File: config.mk
export PLATFORM = sky130hd
export DESIGN_NAME = umi_merger
export DESIGN_NICKNAME = d
export VERILOG_FILES = /design/src/rtl/umi_merger_pkg.sv /design/src/rtl/umi_merger_arb.sv /design/src/rtl/umi_merger.sv
export SDC_FILE = /design/constraint.sdc
export NUM_CORES = 1
export LEC_CHECK = 0
export CAP_MARGIN = 0
export CORE_AREA = 3 3 494 496
export DETAILED_ROUTE_END_ITERATION = 8
export DIE_AREA = 0 0 497 499
export GPL_TIMING_DRIVEN = 0
export SLEW_MARGIN = 20
export SYNTH_ARGS = -nofsm -noshare
export SYNTH_HDL_FRONTEND = slang
export SYNTH_HIERARCHICAL = 1
export SYNTH_SLANG_ARGS = --single-unit
File: constraint.sdc
create_clock -name clk -period 4.2 [get_ports clk]
set_clock_uncertainty 0.2 [all_clocks]
set_input_delay 1.05 -clock clk [delete_from_list [all_inputs] [get_ports clk]]
set_output_delay 1.05 -clock clk [all_outputs]
set_load 0.02 [all_outputs]
File: src/rtl/umi_merger_pkg.sv
// Shared types and constants for the UMI response/request merger.
// Optional build macro UMI_MERGER_RESP_PRIO_EN is consumed by umi_merger_arb.
package umi_merger_pkg;

  localparam int UMI_EOM_BIT = 22;

  typedef enum logic [1:0] {
    IDLE_RR   = 2'd0,
    LOCK_RESP = 2'd1,
    LOCK_REQ  = 2'd2
  } arb_state_t;

  typedef enum logic {
    SRC_RESP = 1'b0,
    SRC_REQ  = 1'b1
  } src_sel_t;

endpackage

File: src/rtl/umi_merger_arb.sv
// Two-way arbiter with EOM message locking; round-robin when idle, or fixed
// response-over-request priority when UMI_MERGER_RESP_PRIO_EN is defined.
module umi_merger_arb
  import umi_merger_pkg::*;
(
  input  logic clk,
  input  logic rst,
  input  logic resp_valid,
  input  logic req_valid,
  input  logic accept,
  input  logic eom,
  output logic grant_resp,
  output logic grant_req
);

  arb_state_t state_q, state_d;

  always_ff @(posedge clk) begin
    if (rst) begin
      state_q <= IDLE_RR;
    end else begin
      state_q <= state_d;
    end
  end

  // A non-EOM beat pins the arbiter to its source until that source's EOM.
  always_comb begin
    state_d = state_q;
    if (accept) begin
      if (eom) begin
        state_d = IDLE_RR;
      end else begin
        state_d = grant_req ? LOCK_REQ : LOCK_RESP;
      end
    end
  end

`ifndef UMI_MERGER_RESP_PRIO_EN
  src_sel_t last_q, last_d;

  always_ff @(posedge clk) begin
    if (rst) begin
      last_q <= SRC_REQ;
    end else begin
      last_q <= last_d;
    end
  end

  always_comb begin
    last_d = last_q;
    if (accept) begin
      last_d = grant_req ? SRC_REQ : SRC_RESP;
    end
  end
`endif

  always_comb begin
    grant_resp = 1'b0;
    grant_req  = 1'b0;
    if (!rst) begin
      case (state_q)
        LOCK_RESP: grant_resp = resp_valid;
        LOCK_REQ:  grant_req  = req_valid;
        default: begin
          if (resp_valid && req_valid) begin
`ifdef UMI_MERGER_RESP_PRIO_EN
            grant_resp = 1'b1;
`else
            grant_resp = (last_q == SRC_REQ);
            grant_req  = (last_q == SRC_RESP);
`endif
          end else begin
            grant_resp = resp_valid;
            grant_req  = req_valid;
          end
        end
      endcase
    end
  end

endmodule

File: src/rtl/umi_merger.sv
// Merges a UMI response stream and a request stream onto one registered port.
// Define UMI_MERGER_RESP_PRIO_EN for fixed response priority instead of round-robin.
module umi_merger
  import umi_merger_pkg::*;
#(
  parameter int DW = 256,
  parameter int AW = 64,
  parameter int CW = 32
) (
  input  logic          clk,
  input  logic          rst,

  input  logic          umi_resp_in_valid,
  output logic          umi_resp_in_ready,
  input  logic [CW-1:0] umi_resp_in_cmd,
  input  logic [AW-1:0] umi_resp_in_dstaddr,
  input  logic [AW-1:0] umi_resp_in_srcaddr,
  input  logic [DW-1:0] umi_resp_in_data,

  input  logic          umi_req_in_valid,
  output logic          umi_req_in_ready,
  input  logic [CW-1:0] umi_req_in_cmd,
  input  logic [AW-1:0] umi_req_in_dstaddr,
  input  logic [AW-1:0] umi_req_in_srcaddr,
  input  logic [DW-1:0] umi_req_in_data,

  output logic          umi_out_valid,
  input  logic          umi_out_ready,
  output logic [CW-1:0] umi_out_cmd,
  output logic [AW-1:0] umi_out_dstaddr,
  output logic [AW-1:0] umi_out_srcaddr,
  output logic [DW-1:0] umi_out_data
);

  logic          grant_resp, grant_req, grant_valid;
  logic          out_free, load;
  logic [CW-1:0] sel_cmd;
  logic [AW-1:0] sel_dstaddr, sel_srcaddr;
  logic [DW-1:0] sel_data;

  logic          out_valid_q, out_valid_d;
  logic [CW-1:0] out_cmd_q, out_cmd_d;
  logic [AW-1:0] out_dstaddr_q, out_dstaddr_d;
  logic [AW-1:0] out_srcaddr_q, out_srcaddr_d;
  logic [DW-1:0] out_data_q, out_data_d;

  umi_merger_arb u_arb (
    .clk        (clk),
    .rst        (rst),
    .resp_valid (umi_resp_in_valid),
    .req_valid  (umi_req_in_valid),
    .accept     (load),
    .eom        (sel_cmd[UMI_EOM_BIT]),
    .grant_resp (grant_resp),
    .grant_req  (grant_req)
  );

  assign grant_valid       = grant_resp | grant_req;
  assign out_free          = !out_valid_q | umi_out_ready;
  assign load              = out_free & grant_valid;
  assign umi_resp_in_ready = grant_resp & out_free;
  assign umi_req_in_ready  = grant_req & out_free;

  always_comb begin
    sel_cmd     = grant_req ? umi_req_in_cmd     : umi_resp_in_cmd;
    sel_dstaddr = grant_req ? umi_req_in_dstaddr : umi_resp_in_dstaddr;
    sel_srcaddr = grant_req ? umi_req_in_srcaddr : umi_resp_in_srcaddr;
    sel_data    = grant_req ? umi_req_in_data    : umi_resp_in_data;
  end

  // Payload only moves on load, so it stays stable while stalled.
  always_comb begin
    out_valid_d   = out_valid_q;
    out_cmd_d     = out_cmd_q;
    out_dstaddr_d = out_dstaddr_q;
    out_srcaddr_d = out_srcaddr_q;
    out_data_d    = out_data_q;
    if (load) begin
      out_valid_d   = 1'b1;
      out_cmd_d     = sel_cmd;
      out_dstaddr_d = sel_dstaddr;
      out_srcaddr_d = sel_srcaddr;
      out_data_d    = sel_data;
    end else if (umi_out_ready) begin
      out_valid_d = 1'b0;
    end
  end

  always_ff @(posedge clk) begin
    if (rst) begin
      out_valid_q   <= 1'b0;
      out_cmd_q     <= '0;
      out_dstaddr_q <= '0;
      out_srcaddr_q <= '0;
      out_data_q    <= '0;
    end else begin
      out_valid_q   <= out_valid_d;
      out_cmd_q     <= out_cmd_d;
      out_dstaddr_q <= out_dstaddr_d;
      out_srcaddr_q <= out_srcaddr_d;
      out_data_q    <= out_data_d;
    end
  end

  assign umi_out_valid   = out_valid_q;
  assign umi_out_cmd     = out_cmd_q;
  assign umi_out_dstaddr = out_dstaddr_q;
  assign umi_out_srcaddr = out_srcaddr_q;
  assign umi_out_data    = out_data_q;

endmodule

==> results.md, run 1 <==
* Vias in the first global route at 23,469
* GRT overflow at 0
* DRC Markers at 0
* Worst r2r dst: umi_out_data[79]
* Via count at 23,721
* Slew Viols, Final at 0
* Slowest cell on crit path: mux2i_1
* Max_cap viols at 0
* Endpoint arrival time on the critical path at 4.39 ns
* Net total in the final layout at 4,081
* Synth area leaders: dfxtp_1, mux2i_1, a211oi_2
* Post-synth top area cell: dfxtp_1
* Outcome: finished clean
* Clock sinks at 420
* Worst-path fanout max at 10
* Htree depth at 2
* Post-Layout Inst Area at roughly 40,000 µm²
* TritonCTS buffer count at 58
* Final RePlAce weighted congestion at approximately 0.94
* Most frequent cells in the layout: clkdlybuf4s50_1, dfxtp_1, mux2i_1
* Yosys reg bits at 420
* Most used cell, CP: buf_2
* Worst Path Buf+Inv at 5
* Total GRT Usage at 0.167
* Worst path cell trace: inv_1, ha_1, and3_4, nor4b_4, buf_6, buf_4, buf_2, buf_2, mux2i_1, a211oi_2
* Unique cell type count in the Yosys netlist at 30
* Final Cycle Share at 0.956
* CTS tree: yes
* Critical path launch point type: register
* Largest net degree at the start of global routing at 20
* NetSw at 6.20 mW
* Syn nets at ~2,800
* FF-to-FF path depth at 10
* Detailed Place HPWL at ~190,000 µm
* Top_reg_cell synth: dfxtp_1
* CP top delay family: buffers and inverters
* Syn avg cell area at 11.0 µm²
* Maximum vdd drop at 0.000297 V
* WP data required at 4.57 ns
* Post-synth EDFFs at 0
* Hold_buf cts at 0
* Int Pwr at 10.4 mW
* Initial antenna violation count at 264
* Max-slew headroom at 0.225
* Worst hold path class: reg2reg
* Sequential fraction of design power at 0.303
* CP max stage delay at 0.88 ns
* Vias/cell at approximately 3.6
* Gate power share at 0.382
* Worst hold start: umi_out_data[6]
* Initial core utilization at 0.0886
* Hold Crit Depth at 2
* Fin. Hold Viols at 0
* Sw Share at 0.375
* Synthesized area at 21,300 µm²
* Synth top area share at 0.395
* Synthesis-to-finish area growth at 88.1%
* Antenna Nets Post-Route at 0
* Total Routed Length at 217,000 µm
* F_max at 249 MHz
* Final setup vio count at 0
* Ys async rst share at 0
* Clk buf depth at 3
* YS warnings at 6
* Number of fill cells at 26,980
* Worst Hold End: umi_out_data[6]
* DR pass1 iterations at 5
* Leak Pwr at approximately 13 nW
* RSZ-0062 raised after global routing: false
* Flop2flop setup slack at 0.19 ns
* Die height at 499 µm
* CTS Root Cell: clkbuf_16
* Syn Inst Count at 1,926
* Share of power burned in the clock network at 0.315
* Clk_lat worst skew at just over 0.7 ns
* Min Tclk post-route at 4.01 ns
* Sequential area share after synthesis at 0.395
* Tightest Pin Transition at 1.16 ns
* Crit path setup slack, layout at 0.186 ns
* Clock slew at reported path FFs at 0.06 ns
* Core footprint at 240,000 µm²
* Global-route wire length before repair at around 270,000 µm
* CP Capture Type: register
* Io pins at 1,256
* Critical path class: reg2reg
* Post-DP Area at 37,900 µm²
* Total power at 16.6 mW
* Share of cells above drive strength 1 at 0.209
* Die area at ~250,000 µm²
* Average wire per standard cell at ~33 µm
* Dpl ws at -1.22 ns
* RR Startpoint: u_arb/state_q[0]
* Power per cell area at 414 nW/µm²
* Initial DRC count at around 1,500
* Die span in x at approximately 500 µm
* # rows at 180
* Most common cell after layout, fill and taps aside: clkdlybuf4s50_1
* PortBufs at around 1,300
[through the flow]
step	util	TNS (ns)	hold WS [ns]	instances
after floorplan	-	0	0.280	1926
after global placement	0.158	-90.77	0.304	6366
after detailed placement	0.158	-58.96	0.309	6366
after CTS	0.166	0	0.317	6471
after global routing	0.166	0	0.338	6500
final	0.167	0	0.319	6540
[final cells by class]
type	instances	area (µm²)	share of cell area
diodes	68	170	0.00425
well taps	3185	3990	0.0996
flip-flops and latches	420	8410	0.210
inverters	3	11.3	0.000281
repair buffers	1258	12600	0.314
multi-input cells	1271	11500	0.287
plain buffers	230	1410	0.0352
clock buffers	83	1720	0.0429
clock inverters	22	244	0.00610
[flip-flops by register name, summed over array words and instances, names as in the netlist]
name / cells
umi_out_data: 256
umi_out_dstaddr: 64
umi_out_srcaddr: 64
umi_out_cmd: 32
u_arb/state_q: 2
u_arb/last_q: 1
umi_out_valid: 1
[cell usage after synthesis (2+ instances only)]
cell	number
a211oi_1	115
a211oi_2	300
a21oi_1	307
a21oi_2	110
and2_1	2
buf_1	4
buf_2	93
buf_4	33
buf_6	37
clkbuf_1	64
dfxtp_1	420
ha_1	2
inv_1	3
mux2i_1	415
nand3b_1	2
nor2_1	2
nor2b_1	2
nor3_1	3
[worst max path at each step]
stage / depth (start not counted) / slack (ns) / startpoint / endpoint
after floorplan: 6 / 0.63 / umi_resp_in_valid / umi_req_in_ready
after global placement: 7 / -1.22 / umi_out_ready / umi_req_in_ready
after detailed placement: 7 / -1.22 / umi_out_ready / umi_req_in_ready
after CTS: 8 / 0.02 / u_arb/state_q[0] / umi_req_in_ready
after global routing: 6 / 0.07 / umi_out_ready / umi_resp_in_ready
final: 10 / 0.19 / u_arb/state_q[0] / umi_out_data[79]
[what timing repair did]
action,4_1_cts,5_1_grt
gates resized for setup,16,2
setup endpoints to repair,2,2
buffers inserted,2,1
pin swaps,0,2
endpoints found under the hold margin,0,0
[worst min-delay path: stages, from the launching register on]
cell and delay [ns]:
dfxtp_1 0.31, a21oi_1 0.11, a211oi_1 0.05
[power groups by stage]
stage | logic, mW | clock network [mW] | registers, mW
global placement | 6.30 | 0 | 5.08
CTS | 6.40 | 5.37 | 5.02
detailed placement | 6.37 | 0 | 5.09
global route | 6.62 | 5.47 | 5.08
floorplan | 2.37 | 0 | 5.68
finish | 6.32 | 5.22 | 5.03
[kinds of logic (layout without fill, tap and decap cells)]
family                   after synthesis  after routing  synth area share
AND/OR/NAND/NOR                       17             17           0.00606
multiplexers                         416            416             0.196
flip-flops                           420            420             0.395
adder cells (fa/ha/maj)                2              2           0.00118
other                                  0             68                 0
AO/OA/AOI/OAI                        836            836             0.336
buffers and inverters                235           1596            0.0660
[per-layer routing]
metal,share of wire,global-route usage,up-vias
li1,-,-,10111
met1,0.38,0.184,11366
met2,0.44,0.264,1536
met3,0.13,0.0991,510
met4,0.041,0.0599,198
met5,0.0060,0,-
Power figures use the tool's default switching activity.
==> run 2: changes to the inputs <==
clock period = 3.25 ns   (was 4.2 ns; I/O delays follow)
==> results.md, run 2 (synthesis results as in run 1) <==
* Outcome: complete, but fails checks
* Failing checks: negative setup slack
* Leak Pwr at 12.8 nW
* Io pins at 1,256
* CTS Root Cell: clkbuf_16
* Maximum vdd drop at 0.000385 V
* Synthesis-to-finish area growth at 90.1%
* Average wire per standard cell at between 30 and 40 µm
* Critical path launch point type: register
* Largest net degree at the start of global routing at 20
* Endpoint arrival time on the critical path at about 2.4 ns
* Total GRT Usage at 0.167
* RR Startpoint: u_arb/state_q[0]
* Crit path setup slack, layout at -0.131 ns
* Clk buf depth at 3
* Fin. Hold Viols at 0
* # rows at 180
* TritonCTS buffer count at 58
* Initial DRC count at between 1,500 and 2,000
* Worst hold path class: reg2reg
* Final Cycle Share at 1.04
* Total power at 21.5 mW
* Clk_lat worst skew at around 0.72 ns
* Metal-1 WL at 82,300 µm
* DRC Markers at 0
* Vias in the first global route at roughly 24,000
* RSZ-0062 raised after global routing: true
* CTS tree: yes
* Die height at 499 µm
* Die area at 248,000 µm²
* Placed insts at between 6,000 and 7,000
* Detailed Place HPWL at 191,000 µm
* PortBufs at 1,255
* Initial core utilization at 0.0886
* Critical path class: reg2out
* Most common cell after layout, fill and taps aside: clkdlybuf4s50_1
* F_max at about 300 MHz
* Core footprint at 240,000 µm²
* Crit path from: u_arb/state_q[0]
* Highest metal layer with signal wires: met5
* Htree depth at 2
* Most frequent cells in the layout: clkdlybuf4s50_1, dfxtp_1, mux2i_1
* Met2 WL at between 90,000 and 100,000 µm
* Max-slew headroom at 0.272
* Min Tclk post-route at 3.38 ns
* Worst-path fanout max at 3
* Final RePlAce weighted congestion at approximately 0.94
* Die span in x at 497 µm
* Final setup vio count at 4
* Wire length on met3 at 28,700 µm
* Via count at 23,751
* Worst hold start: umi_out_data[6]
* Tightest Pin Transition at between 1 and 1.5 ns
* Total Routed Length at 217,000 µm
* GRT overflow at 0
* Vias/cell at 3.62
* Global-route wire length before repair at around 270,000 µm
* Max_cap viols at 0
* Slew Viols, Final at 0
* Power per cell area at 531 nW/µm²
* Cell Count, Final, Fillers Out at 6,553
* Antenna Nets Post-Route at 0
* Share of cells above drive strength 1 at 0.223
* CP Capture Type: output port
* WP data required at 2.24 ns
* Clock slew at reported path FFs at 0.06 ns
* Net total in the final layout at 4,087
* Max reg flops at roughly 260
* DR pass1 iterations at 5
* Clock sinks at 420
* Initial antenna violation count at 268
==> run 2: cell types whose count changed in the layout (fill, tap and decap cells not counted), moves of 4 or more <==
cell	before	now
diode_2	68	75
buf_4	34	45
clkbuf_4	1	5
mux2i_2	7	19
mux2i_4	0	17
buf_6	37	42
mux2i_1	408	379
buf_2	92	77
==> run 2: final cells by class <==
cell class              count  area [µm²]
multi-input cells        1271       11800
well taps                3185        3990
clock inverters            22         244
inverters                   3        11.3
diodes                     75         188
flip-flops and latches    420        8410
repair buffers           1265       12600
plain buffers             229        1470
fillers                 26932      200000
clock buffers              83        1720
==> run 2: worst max-delay path: stages (launching register included) <==
cell	delay (ns)
dfxtp_2	0.34
inv_2	0.05
ha_4	0.24
and3_4	0.17
nor4b_4	0.32
buf_6	0.17
buf_12	0.10
and2_4	0.13
buf_8	0.12
==> run 2: power by group <==
group	switching [mW]	internal [mW]	total, mW
clock	2.88	3.84	6.72
sequential	0.570	5.92	6.49
combinational	4.57	3.71	8.28
==> run 2: worst paths after layout <==
path,end,slack (ns),cells after the start
setup / recovery,umi_req_in_ready,-0.13,8
hold / removal,umi_out_data[6],0.32,2
setup reg to reg,umi_out_data[48],-0.02,10
hold reg to reg,umi_out_data[6],0.32,2
==> run 2: per-layer routing <==
layer  global-route usage  vias to the layer above
met5                    0                        -
met2                0.263                     1511
li1                     -                    10133
met4               0.0628                      200
met3               0.0991                      527
met1                0.184                    11380
==> run 2: stage by stage <==
| step | setup WS (ns) | util | setup TNS (ns) | area (µm²) | hold slack (ns) |
|---|---|---|---|---|---|
| after global routing | -0.261 | 0.168 | -1.47 | 40300 | 0.338 |
| final | -0.131 | 0.168 | -0.187 | 40400 | 0.317 |
| after global placement | -1.69 | 0.158 | -368.18 | 37800 | 0.304 |
| after detailed placement | -1.70 | 0.158 | -333.80 | 37900 | 0.309 |
| after floorplan | 0.155 | - | 0 | 21300 | 0.280 |
| after CTS | -0.232 | 0.167 | -0.232 | 40100 | 0.311 |
==> run 2: timing repair <==
action,CTS,global route
endpoints found under the setup margin,345,126
hold buffers,0,0
gates cloned,0,0
endpoints found under the hold margin,0,0
setup buffers,7,4
gates resized for setup,65,42
pin swaps,3,3
==> run 3: changes to the inputs <==
CAP_MARGIN = 20   (was 0)
CORE_AREA = 3 3 491 493   (was 3 3 494 496)
DIE_AREA = 0 0 494 496   (was 0 0 497 499)
==> results.md, run 3 (synthesis results as in run 1) <==
* Outcome: complete, but fails checks
* Failing checks: negative setup slack
* DRC Markers at 0
* Initial antenna violation count at 297
* Post-DP Area at 37,800 µm²
* Clk buf depth at 3
* Detailed Place HPWL at 201,000 µm
* DR pass1 iterations at 5
* Htree depth at 2
* Critical path launch point type: register
* Critical path class: reg2out
* GR peak layer: met2
* Power per cell area at ~540 nW/µm²
* Most common cell after layout, fill and taps aside: clkdlybuf4s50_1
* Worst-path fanout max at 3
* Met3 GRT Util at 0.105
* Worst hold path class: reg2reg
* Post-layout util at 0.172
* Share of cells above drive strength 1 at 0.227
* Total Routed Length at approximately 230,000 µm
* Final setup vio count at 1
* Min Tclk post-route at between 3 and 4 ns
* Die span in x at a little under 500 µm
* Max-slew headroom at 0.339
* Met2 Usage GRT at 0.275
* Final RePlAce weighted congestion at 0.928
* Cell Count, Final, Fillers Out at 6,533
* Max_cap viols at 0
* Largest net degree at the start of global routing at 20
* CP Capture Type: output port
* CTS Root Cell: clkbuf_16
* CTS tree: yes
* Vias in the first global route at 23,654
* # rows at 179
* WP data required at 2.24 ns
* PortBufs at between 1,000 and 1,500
* Global-route wire length before repair at 275,000 µm
* TritonCTS buffer count at 59
* Initial core utilization at 0.0896
* Most frequent cells in the layout: clkdlybuf4s50_1, dfxtp_1, mux2i_1
* Total GRT Usage at 0.176
* Fin. Hold Viols at 0
* Synthesis-to-finish area growth at 91.5%
* Max reg flops at 256
* RSZ-0062 raised after global routing: true
* Core footprint at roughly 240,000 µm²
* GRT overflow at 0
* Antenna Nets Post-Route at 0
* Crit path setup slack, layout at -0.0880 ns
* Via count at between 20,000 and 25,000
* Tightest Pin Transition at ~0.99 ns
* Placed insts at about 6,300
* Total power at 21.9 mW
* Final Cycle Share at 1.03
* Clock sinks at 420
* Post-Layout Inst Area at 40,700 µm²
* Leak Pwr at 12.8 nW
* Vias/cell at 3.66
* F_max at 300 MHz
* Maximum vdd drop at 0.000448 V
* Met1 Use GR at 0.191
* Clk_lat worst skew at 0.70 ns
* Die height at a little under 500 µm
* Initial DRC count at roughly 1,600
* Net total in the final layout at about 4,000
* Number of fill cells at 26,440
* Io pins at roughly 1,300
* Die area at roughly 250,000 µm²
* Average wire per standard cell at 34.8 µm
* Dpl ws at -1.84 ns
* Endpoint arrival time on the critical path at 2.33 ns
* Clock slew at reported path FFs at around 0.06 ns
* Slew Viols, Final at 0
[run 3: layout make-up]
cell class	instances	area [µm²]	area share
Timing Repair Buffer	1266	12600	0.310
Multi-Input combinational cell	1271	11900	0.293
Sequential cell	420	8410	0.206
Tap cell	3167	3960	0.0973
Clock buffer	74	1630	0.0401
Buffer	230	1560	0.0382
Clock inverter	32	398	0.00977
Antenna cell	70	175	0.00430
Inverter	3	11.3	0.000276
[run 3: worst paths after layout]
check              startpoint               end  slack (ns)  depth (start not counted)
min reg2reg  umi_out_data[38]  umi_out_data[38]        0.32                          2
max          u_arb/state_q[0]  umi_req_in_ready       -0.09                          8
max reg2reg  u_arb/state_q[0]  umi_out_data[95]        0.05                         11
min          umi_out_data[38]  umi_out_data[38]        0.32                          2
[run 3: critical path, cell delays in order (launching register included)]
cell     delay [ns]
dfxtp_2        0.33
inv_2          0.05
ha_4           0.24
and3_4         0.17
nor4b_4        0.32
buf_6          0.16
buf_12         0.09
and2_4         0.14
buf_12         0.12
[run 3: where the power goes]
group | internal (mW) | switching (mW)
clock | 3.98 | 3.02
combinational | 3.76 | 4.60
sequential | 5.92 | 0.598
[run 3: per-stage QoR]
| stage | TNS (ns) | hold slack (ns) |
|---|---|---|
| after floorplan | 0 | 0.280 |
| after global placement | -331.05 | 0.305 |
| after detailed placement | -335.97 | 0.312 |
| after CTS | -0.228 | 0.320 |
| after global routing | -0.420 | 0.334 |
| final | -0.0880 | 0.319 |
[run 3: per-layer routing]
| metal | vias to the layer above | wire (µm) |
|---|---|---|
| li1 | 10124 | - |
| met1 | 11370 | 83600 |
| met2 | 1575 | 99300 |
| met3 | 604 | 31300 |
| met4 | 226 | 11700 |
| met5 | - | 1460 |
[run 3: repair_timing]
item	in CTS	in global routing
resized for setup	93	67
hold endpoints to repair	0	0
setup buffers	9	2
hold buffers	0	0
setup endpoints to repair	340	270
pin swaps	3	3
